File: src/rtl/perceptron_pkg.sv
// rtl/perceptron_pkg.sv - width helpers and saturation for the perceptron MAC datapath
package perceptron_pkg;

    // Ceiling log2; clog2(1) = 0.
    function automatic int clog2(input int value);
        int result;
        int rest;
        result = 0;
        rest = value - 1;
        while (rest > 0) begin
            result = result + 1;
            rest = rest >> 1;
        end
        return result;
    endfunction

    // Exact width of an unsigned-activation times signed-weight product.
    function automatic int p_width(input int a_width, input int b_width);
        return a_width + b_width;
    endfunction

    // Accumulator width: product width plus headroom for vector_len terms and sign.
    function automatic int acc_width(input int a_width, input int b_width, input int vector_len);
        return p_width(a_width, b_width) + clog2(vector_len) + 1;
    endfunction

    // Clamp a signed value to the range representable in out_width bits.
    function automatic logic signed [63:0] saturate(input logic signed [63:0] value, input int out_width);
        logic signed [63:0] hi;
        logic signed [63:0] lo;
        hi = (64'sd1 <<< (out_width - 1)) - 64'sd1;
        lo = -(64'sd1 <<< (out_width - 1));
        if (value > hi) begin
            return hi;
        end else if (value < lo) begin
            return lo;
        end
        return value;
    endfunction

endpackage

File: src/rtl/perceptron_mul_pipe.sv
// rtl/perceptron_mul_pipe.sv - NUM_STAGE-deep unsigned x signed multiplier with valid chain
module perceptron_mul_pipe
    import perceptron_pkg::*;
#(
    parameter int A_WIDTH   = 20,
    parameter int B_WIDTH   = 7,
    parameter int NUM_STAGE = 4,
    localparam int P_WIDTH  = p_width(A_WIDTH, B_WIDTH)
) (
    input  logic                      clk,
    input  logic                      reset,
    input  logic                      ce,
    input  logic                      flush,
    input  logic                      in_valid,
    input  logic [A_WIDTH-1:0]        a,
    input  logic signed [B_WIDTH-1:0] b,
    output logic                      out_valid,
    output logic signed [P_WIDTH-1:0] product
);

    logic [A_WIDTH-1:0]        a_r;
    logic signed [B_WIDTH-1:0] b_r;
    logic                      v_r;
    logic signed [P_WIDTH-1:0] p_r [NUM_STAGE-1];
    logic [NUM_STAGE-2:0]      v_p;
    logic signed [P_WIDTH-1:0] prod_c;

    // Activation is zero-extended so the multiply is a plain signed DSP operation.
    assign prod_c = P_WIDTH'($signed({1'b0, a_r})) * P_WIDTH'(b_r);

    // Input register, then NUM_STAGE-1 product registers; flush only kills valids.
    always_ff @(posedge clk or posedge reset) begin
        if (reset) begin
            a_r <= '0;
            b_r <= '0;
            v_r <= 1'b0;
            v_p <= '0;
            for (int i = 0; i < NUM_STAGE - 1; i++) begin
                p_r[i] <= '0;
            end
        end else begin
            if (ce) begin
                a_r    <= a;
                b_r    <= b;
                p_r[0] <= prod_c;
                for (int i = 1; i < NUM_STAGE - 1; i++) begin
                    p_r[i] <= p_r[i-1];
                end
            end
            if (flush) begin
                v_r <= 1'b0;
                v_p <= '0;
            end else if (ce) begin
                v_r    <= in_valid;
                v_p[0] <= v_r;
                for (int i = 1; i < NUM_STAGE - 1; i++) begin
                    v_p[i] <= v_p[i-1];
                end
            end
        end
    end

    assign out_valid = v_p[NUM_STAGE-2];
    assign product   = p_r[NUM_STAGE-2];

endmodule

File: src/rtl/perceptron_mac_pipe.sv
// rtl/perceptron_mac_pipe.sv - pipelined dot-product MAC; PERCEPTRON_MAC_SAT_EN enables output clamping
module perceptron_mac_pipe
    import perceptron_pkg::*;
#(
    parameter int A_WIDTH    = 20,
    parameter int B_WIDTH    = 7,
    parameter int NUM_STAGE  = 4,
    parameter int VECTOR_LEN = 16,
    parameter int OUT_WIDTH  = 26
) (
    input  logic                        clk,
    input  logic                        reset,
    input  logic                        clear,
    input  logic                        in_valid,
    output logic                        in_ready,
    input  logic [A_WIDTH-1:0]          a,
    input  logic signed [B_WIDTH-1:0]   b,
    output logic                        out_valid,
    input  logic                        out_ready,
    output logic signed [OUT_WIDTH-1:0] result
);

    localparam int P_WIDTH   = p_width(A_WIDTH, B_WIDTH);
    localparam int ACC_WIDTH = acc_width(A_WIDTH, B_WIDTH, VECTOR_LEN);
    localparam int CNT_WIDTH = (clog2(VECTOR_LEN) > 0) ? clog2(VECTOR_LEN) : 1;
    localparam logic [CNT_WIDTH-1:0] LAST = CNT_WIDTH'(VECTOR_LEN - 1);

    logic                          stall;
    logic                          prod_valid;
    logic signed [P_WIDTH-1:0]     product;
    logic signed [ACC_WIDTH-1:0]   prod_ext;
    logic signed [ACC_WIDTH-1:0]   acc;
    logic signed [ACC_WIDTH-1:0]   sum;
    logic signed [OUT_WIDTH-1:0]   final_sum;
    logic [CNT_WIDTH-1:0]          cnt;

    // A held, unaccepted result freezes the whole datapath.
    assign stall    = out_valid & ~out_ready;
    assign in_ready = ~stall & ~clear;

    perceptron_mul_pipe #(
        .A_WIDTH   (A_WIDTH),
        .B_WIDTH   (B_WIDTH),
        .NUM_STAGE (NUM_STAGE)
    ) u_mul (
        .clk       (clk),
        .reset     (reset),
        .ce        (~stall),
        .flush     (clear),
        .in_valid  (in_valid & in_ready),
        .a         (a),
        .b         (b),
        .out_valid (prod_valid),
        .product   (product)
    );

    assign prod_ext = ACC_WIDTH'(product);
    assign sum      = (cnt == '0) ? prod_ext : acc + prod_ext;

`ifdef PERCEPTRON_MAC_SAT_EN
    assign final_sum = OUT_WIDTH'(saturate(64'(sum), OUT_WIDTH));
`else
    assign final_sum = OUT_WIDTH'(sum);
`endif

    // Term counting, accumulation and the registered result handshake.
    always_ff @(posedge clk or posedge reset) begin
        if (reset) begin
            cnt       <= '0;
            acc       <= '0;
            result    <= '0;
            out_valid <= 1'b0;
        end else begin
            if (out_valid && out_ready) begin
                out_valid <= 1'b0;
            end
            if (clear) begin
                cnt <= '0;
                acc <= '0;
            end else if (!stall && prod_valid) begin
                acc <= sum;
                if (cnt == LAST) begin
                    cnt       <= '0;
                    result    <= final_sum;
                    out_valid <= 1'b1;
                end else begin
                    cnt <= cnt + 1'b1;
                end
            end
        end
    end

endmodule

File: config.mk
export PLATFORM = sky130hd
export DESIGN_NAME = perceptron_mac_pipe
export DESIGN_NICKNAME = d
export VERILOG_FILES = /design/src/rtl/perceptron_pkg.sv /design/src/rtl/perceptron_mul_pipe.sv /design/src/rtl/perceptron_mac_pipe.sv
export SDC_FILE = /design/constraint.sdc
export NUM_CORES = 1
export LEC_CHECK = 0
export BUFFER_PORTS_ARGS = -buffer_cell sky130_fd_sc_hd__buf_4
export CAP_MARGIN = 20
export CORE_ASPECT_RATIO = 1.75
export CORE_MARGIN = 3
export CORE_UTILIZATION = 40
export CTS_BUF_LIST = sky130_fd_sc_hd__clkbuf_4 sky130_fd_sc_hd__clkbuf_8 sky130_fd_sc_hd__clkbuf_16
export CTS_CLUSTER_SIZE = 8
export DETAILED_ROUTE_END_ITERATION = 8
export GPL_TIMING_DRIVEN = 0
export PLACE_DENSITY = 0.66
export SYNTH_ARGS = -nofsm -noshare
export SYNTH_HDL_FRONTEND = slang
export SYNTH_SLANG_ARGS = --single-unit
File: constraint.sdc
create_clock -name clk -period 7 [get_ports clk]
set_input_delay 0.35 -clock clk [delete_from_list [all_inputs] [get_ports clk]]
set_output_delay 0.35 -clock clk [all_outputs]
set_load 0.05 [all_outputs]
# == Word-level counts from Yosys, hierarchy flattened ==
# Index checks and enable logic that the tools add are counted.
# totals
reg_bits,175
input_bits,32
output_inout_bits,28
word_cells,42
# op_classes
n_addsub,2
mul,1
n_eq_ne,2
n_mux,14
n_bitwise,6
reduce_logical,6
# ops
operator,count
2-to-1 mux 32 bit,3
adder 32 x 27 -> 32 bit,1
multiplier 21 x 7 -> 27 bit,1
2-to-1 mux 4 bit,3
2-to-1 mux 1 bit,6
2-to-1 mux 3 bit,2
"adder 4 x 1 -> 4 bit, second input constant",1
"== test 4 bit, second input constant",1
zero test 4 bit,1
AND 1 bit,3
NOT 1 bit,3
AND reduction 3 bit,1
logical AND 1 bit,2
"!= test 2 bit, second input constant",1
nonzero test 2 bit,1
zero test 1 bit,1

# == Logic depth before layout (Yosys ltp) ==
# Gate-level depths: netlist of the first run.
# depth
depth_word,7
mapped_depth,19

# == By module ==
# A second synthesis of the first run with hierarchy kept.
# unflattened
hier_cells,1385
hier_area_um2,13422.9
# by_module_without_submodules
module,instances,cells_each,area_per_inst_um2
perceptron_mul_pipe,1,889,9310.2
perceptron_mac_pipe,1,496,4112.7

# == Least setup slack after synthesis of the first run ==
# Ideal clock, no wire load.
# synth_timing
path_type,reg-to-reg
from,register u_mul.b_r[6]
to,register u_mul.p_r[79] (netlist bit)
setup_time_ns,0.132
t_arrival_ns,4.872
required_ns,6.868
setup_slack_ns,1.995
path_stages_with_launch,19
path_buffers,1
synth_period_minus_slack_ns,5.005
path_cell_list,dfrtp_1 > inv_1 > buf_1 > nor2_1 > fa_1 > fa_1 > fa_1 > inv_1 > fa_1 > inv_1 > ha_1 > a21oi_1 > o221ai_1 > a31oi_1 > o31ai_1 > a2111oi_2 > a21oi_1 > a41oi_1 > o41ai_1
# synth_via
elab_chain_len,1
# synth_rtl
item,line_no,text
"start, declared",perceptron_mul_pipe.sv:22,logic signed [B_WIDTH-1:0] b_r;
"start signal, assigned",perceptron_mul_pipe.sv:35,b_r <= '0;
"start signal, assigned",perceptron_mul_pipe.sv:44,b_r <= b;
multiplier 21 x 7 -> 27 bit,perceptron_mul_pipe.sv:29,"assign prod_c = P_WIDTH'($signed({1'b0, a_r})) * P_WIDTH'(b_r);"
"end signal, assigned by index",perceptron_mul_pipe.sv:47,p_r[i] <= p_r[i-1];
"end, declared",perceptron_mul_pipe.sv:24,logic signed [P_WIDTH-1:0] p_r [NUM_STAGE-1];
# No other way between the ends.
# A chain may end at the register's enable or synchronous reset.

# == Worst setup path after layout of the first run ==
# Same ends and word-level chain as after synthesis.

==> metrics, run 1 <==
Die Area=0.03321 mm²; Worst-Margin Slew=0.8681 ns; Top Ports=60; crit path max fanout=10; Nets=between 1.5k and 2k; unrepaired setup endpoints after global routing=false; DPL Wire Length=25.08 mm; CP Capture Type=flop; IO Port Bufs=58; sequential area share after synthesis=33.52%; FP Rows=84; crit path from=u_mul.b_r[6]; Max Fclk=159.6 MHz; via count=between 9k and 10k; Hold WC Path Type=input pin to asynchronous set/reset pin; first-pass GRT wire length=51.56 mm; Max-slew headroom=42.13%; distinct cell type count after synthesis=70; Die Wd=139.1 µm; largest net degree at the start of global routing=98; Die Ht=238.8 µm; hold_ws=0.04508 ns; CTS H-tree depth=4; post-layout min period=6.266 ns; crit-path most repeated cell=fa_1; Synth area leader=dfrtp_1; Commonest cells post-synth=nand2_1 (370), dfrtp_1 (166), inv_1 (120), fa_1 (91), and2_1 (88); Async SR Flop Fraction=100.0%; status=finished, final reports clean; Inserted Diodes=0; Hold Violations, Final=0; Post-synth EDFFs=0; startpoint types=flop; Starting DRT DRC Count=411; final setup fails=0; DRC viols=0; CP Data Required Time=7.32 ns; crit-path max cell delay=0.60 ns; TNS Setup=0 ns; FF-to-FF Start=u_mul.b_r[6]; Slew Viols, Final=0; core area=0.03027 mm²; final worst-path cycle share=89.52%; CP max-delay cell=buf_1; post-cts sizing count=0; Total GRT Usage=about a fifth; top_reg_cell synth=dfrtp_1; root buffer cell=clkbuf_16; antenna viol nets, final=0; Buf+Inv Stages, Crit Path=4; synth top area cells=dfrtp_1 (34%), fa_1 (15%), nand2_1 (11%); Max Cap Viol=0; drt wl/cell=16.72 µm; Pleak=6.949 nW; delay-heaviest family, CP=adder cells; Post-Route WL=roughly 31 mm; total grt overflow=0; CTS tree=done; drt via density=5.179; initial antenna violation count=0; Synth Instances=1401; share of cells above drive strength 1=8.043%; clock sinks=between 150 and 200; initial core utilization=40.94%; vias in the first global route=10.35k; Setup CP Type=flop to flop; Avg Cell Area, Syn=8.845 µm²; Area Growth Syn to Fin=12.38%; share of the synthesized area in the top cell type=33.52%; DR pass1 iterations=5; register bit total from synthesis=166; Peak VDD IR=0.0002382 V; CTS clk-pin slew, worst paths=0.07 ns; Setup Buffers After CTS=0; WP data arrival=6.58 ns; cts hold-fix bufs=0; Power Density=~310 mW/mm²; crit-path cells=inv_1 -> buf_1 -> nor2_1 -> fa_1 -> fa_1 -> fa_1 -> inv_1 -> fa_1 -> inv_1 -> ha_1 -> nand3_1 -> o221ai_1 -> a31oi_1 -> o31ai_1 -> a2111oi_2 -> a21oi_1 -> a41oi_1 -> o41ai_1; Num CTS Buffers=17; count leader, synth=nand2_1; worst clock skew=approximately 0.010 ns; yosys warns=0; worst skew pair latency=0.44 ns; Bufs on Longest Clock Path=2; Synth Cell Area=0.01239 mm²; syn_nets=1609; RePlAce Congestion=0.9141
==> path summary, 6_finish.rpt <==
path	cells after the start	slack [ns]	to
max in group asynchronous	3	6.18	u_mul.v_p[0]
hold / removal	2	0.05	u_mul.p_r[51]
setup reg to reg	18	0.73	u_mul.p_r[79]
hold reg to reg	2	0.47	u_mul.p_r[31]
setup / recovery	18	0.73	u_mul.p_r[79]
min in group clk	3	0.10	u_mul.a_r[17]
==> cells by family after synthesis <==
| logic type | Yosys count | share of synthesized area (%) |
|---|---|---|
| AO/OA/AOI/OAI | 232 | 11.99 |
| adder cells (fa/ha/maj) | 176 | 23.28 |
| flip-flops | 166 | 33.52 |
| XOR/XNOR | 39 | 2.756 |
| multiplexers | 17 | 1.434 |
| buffers and inverters | 180 | 5.725 |
| AND/OR/NAND/NOR | 591 | 21.29 |
==> worst register-to-register path, stage by stage, from the launching register on <==
cell       delay, ns
dfrtp_1         0.49
inv_1           0.37
buf_1           0.60
nor2_1          0.14
fa_1            0.54
fa_1            0.53
fa_1            0.54
inv_1           0.06
fa_1            0.55
inv_1           0.05
ha_1            0.38
nand3_1         0.18
o221ai_1        0.33
a31oi_1         0.08
o31ai_1         0.59
a2111oi_2       0.22
a21oi_1         0.25
a41oi_1         0.15
o41ai_1         0.11
==> state kept, by name (all words and copies together), names as in the netlist <==
signal / cells
u_mul.product: 26
cnt: 4
result: 26
out_valid: 1
u_mul.a_r: 20
u_mul.b_r: 7
u_mul.v_r: 1
u_mul.p_r: 52
u_mul.v_p: 3
acc: 26
==> where the power goes <==
group	switching (mW)	total, mW	internal [mW]
Combinational	1.19	2.04	0.850
Clock	0.409	0.927	0.518
Sequential	0.189	1.38	1.19
Total	1.79	4.35	2.56
==> cell usage in the layout, fill, tap and decap left out, types with 4 or more instances in the layout <==
cell,n
a211oi_1,8
a21o_1,23
a21oi_1,60
a22o_1,4
a31oi_1,8
a32o_1,5
and2_1,88
and3_1,8
buf_1,9
buf_4,58
clkbuf_1,45
clkbuf_16,17
dfrtp_1,166
fa_1,91
ha_1,85
inv_1,119
inv_6,4
mux2_2,6
mux2i_1,11
nand2_1,370
nand2b_1,12
nand3_1,11
nand3b_1,8
nand4_1,4
nor2_1,56
nor2b_1,5
nor3_1,8
o21ai_0,34
o21ai_1,39
o21bai_1,10
o31ai_1,7
or3_1,4
xnor2_1,24
xor2_1,15
==> stage by stage <==
step | worst slack [ns] | cells | power, mW | util (%) | instance area (µm²)
floorplan | 1.995 | 1401 | 2.908 | - | 12390
CTS | 0.7787 | 1879 | 4.374 | 46.01 | 13930
finish | 0.7338 | 1879 | 4.350 | 46.01 | 13930
global placement | 0.3102 | 1846 | 3.375 | 43.98 | 13310
detailed placement | 0.8371 | 1847 | 3.428 | 44.09 | 13350
global route | 0.4584 | 1879 | 4.725 | 46.01 | 13930
==> per-layer routing <==
metal / up-vias / global-route usage, % / share of wire (%)
met5: - / 0 / 0
met4: 0 / 10.50 / 5.0
met3: 90 / 2.502 / 2.7
met2: 203 / 38.53 / 56
met1: 4717 / 19.52 / 36
li1: 4722 / - / -
==> final cells by class <==
type | instances | area, µm²
Tap cell | 387 | 484.2
Buffer | 59 | 255.2
Multi-Input combinational cell | 1055 | 7528
Clock inverter | 12 | 118.9
Timing Repair Buffer | 59 | 462.9
Sequential cell | 166 | 4154
Fill cell | 3042 | 16340
Inverter | 121 | 461.7
Clock buffer | 20 | 460.4
Power figures use the tool's default switching activity.
==> run 2: changes to the inputs <==
Settings changed: CELL_PAD_IN_SITES_DETAIL_PLACEMENT set to 0, CELL_PAD_IN_SITES_GLOBAL_PLACEMENT set to 1, PLACE_DENSITY 0.66 to 0.79.
==> metrics, run 2 (same netlist as run 1, synthesis figures left out) <==
Pleak=6.960 nW; Register Area=0.004154 mm²; hold_ws=0.08702 ns; Largest register FFs=52; Max Fclk=159.7 MHz; Cells after DPL=between 1.5k and 2k; CP Data Required Time=7.34 ns; DPL Wire Length=26.38 mm; unrepaired setup endpoints after global routing=false; Max-slew headroom=between 40% and 50%; Num CTS Buffers=17; worst clock skew=0.01026 ns; Starting DRT DRC Count=376; r2r worst-path depth=18; drt wl/cell=approximately 17 µm; footprint of the multi-input gates=0.007528 mm²; most frequent cells in the layout=nand2_1 (370), dfrtp_1 (166), inv_1 (119), fa_1 (91), and2_1 (88); final setup fails=0; initial core utilization=40.94%; Top Ports=60; core area=0.03027 mm²; worst skew pair latency=about 0.45 ns; first-pass GRT wire length=53.51 mm; CP Capture Type=flop; Setup CP Type=flop to flop; stages on the worst setup path=18; Bufs on Longest Clock Path=2; Inserted Diodes=0; crit-path cells=inv_1 -> buf_1 -> nor2_1 -> fa_1 -> fa_1 -> fa_1 -> inv_1 -> fa_1 -> inv_1 -> ha_1 -> nand3_1 -> o221ai_1 -> a31oi_1 -> o31ai_1 -> a2111oi_2 -> a21oi_1 -> a41oi_1 -> o41ai_1; Layout Cells excl Fill=~1.9k; post-cts sizing count=0; delay-heaviest family, CP=adder cells; crit-path max cell delay=0.60 ns; commonest non-fill, non-tap cell in the layout=nand2_1; Power Density=314.5 mW/mm²; total grt overflow=0; Hold Violations, Final=0; Total GRT Usage=20.48%; Die Wd=139.1 µm; CTS tree=done; share of cells above drive strength 1=8.038%; FP Rows=84; post-route total power=4.381 mW; antenna viol nets, final=0; Area Growth Syn to Fin=12.43%; largest net degree at the start of global routing=85; crit-path most repeated cell=fa_1; startpoint types=flop; Buf+Inv Stages, Crit Path=4; Post-Route WL=about 33 mm; hold path depth=3; RePlAce Congestion=0.9162; Max Cap Viol=0; CTS H-tree depth=4; Nets=~1.7k; Worst-Margin Slew=0.8445 ns; crit path max fanout=10; status=finished, final reports clean; fill cell instance count of the final layout=about 3.1k; vias in the first global route=between 10k and 15k; Top reg by flops=u_mul.p_r; via count=9694; post-layout min period=6.263 ns; TNS Setup=0 ns; Die Ht=238.8 µm; final worst-path cycle share=89.47%; DR pass1 iterations=4; WP data arrival=6.60 ns; Slew Viols, Final=0; clock sinks=166; CP max-delay cell=o31ai_1; IO Port Bufs=58; DRC viols=0; drt via density=5.156; CTS clk-pin slew, worst paths=0.07 ns; Die Area=0.03321 mm²; Hold WC Path Type=input pin to flop; Peak VDD IR=0.0002386 V; root buffer cell=clkbuf_16; initial antenna violation count=0
[run 2: cell count changes in the layout (fill, tap and decap cells not counted), sizes merged]
| cell | previous run | this run |
|---|---|---|
| clkinvlp | 3 | 1 |
| clkbuf | 66 | 65 |
| clkinv | 5 | 4 |
| inv | 124 | 128 |
| dlygate4sd3 | 0 | 1 |
[run 2: area by class of cell]
cell class	instances	area share, %
inverters	121	3.314
repair buffers	60	3.395
plain buffers	59	1.832
clock inverters	13	0.9699
well taps	387	3.476
multi-input cells	1055	54.04
flip-flops and latches	166	29.82
clock buffers	19	3.161
[run 2: path summary, 6_finish.rpt]
| path | start | end | slack [ns] |
|---|---|---|---|
| max in group asynchronous | reset | acc[16] | 5.64 |
| hold reg to reg | u_mul.p_r[31] | u_mul.p_r[31] | 0.47 |
| setup reg to reg | u_mul.b_r[6] | u_mul.p_r[79] | 0.74 |
| min in group asynchronous | reset | result[0] | 0.55 |
| hold / removal | b[4] | u_mul.b_r[4] | 0.09 |
| setup / recovery | u_mul.b_r[6] | u_mul.p_r[79] | 0.74 |
[run 2: through the flow]
| stage | setup slack, ns | area, µm² | utilization, % |
|---|---|---|---|
| floorplan | 1.995 | 12390 | - |
| CTS | 0.7284 | 13930 | 46.03 |
| global route | 0.4728 | 13930 | 46.03 |
| detailed placement | 0.7837 | 13350 | 44.09 |
| global placement | 0.1982 | 13310 | 43.98 |
| finish | 0.7372 | 13930 | 46.03 |
[run 2: worst reg2reg max path: cells and delay by family (launching register included)]
kind                       cells  cell delay (ns)
AOI/OAI and AO/OA              7             1.77
adders and majority gates      5             2.53
buffers and inverters          4             1.03
DFF                            1             0.50
and+or+nand+nor                2             0.33
[run 2: what timing repair did]
action	in CTS	in global routing
hold endpoints to repair	11	0
setup endpoints to repair	0	0
setup buffers	0	0
hold buffers	1	0
[run 2: power breakdown]
part	switching (mW)	total [mW]	internal [mW]
clock network	0.435	0.944	0.509
logic	1.20	2.05	0.852
registers	0.192	1.39	1.19
[run 2: routing by layer]
metal | global-route usage (%) | vias up | part of all wire, %
met5 | 0 | - | 0
met2 | 40.81 | 170 | 57
met3 | 2.862 | 85 | 2.3
li1 | - | 4716 | -
met1 | 20.02 | 4723 | 36
met4 | 10.89 | 0 | 5.4
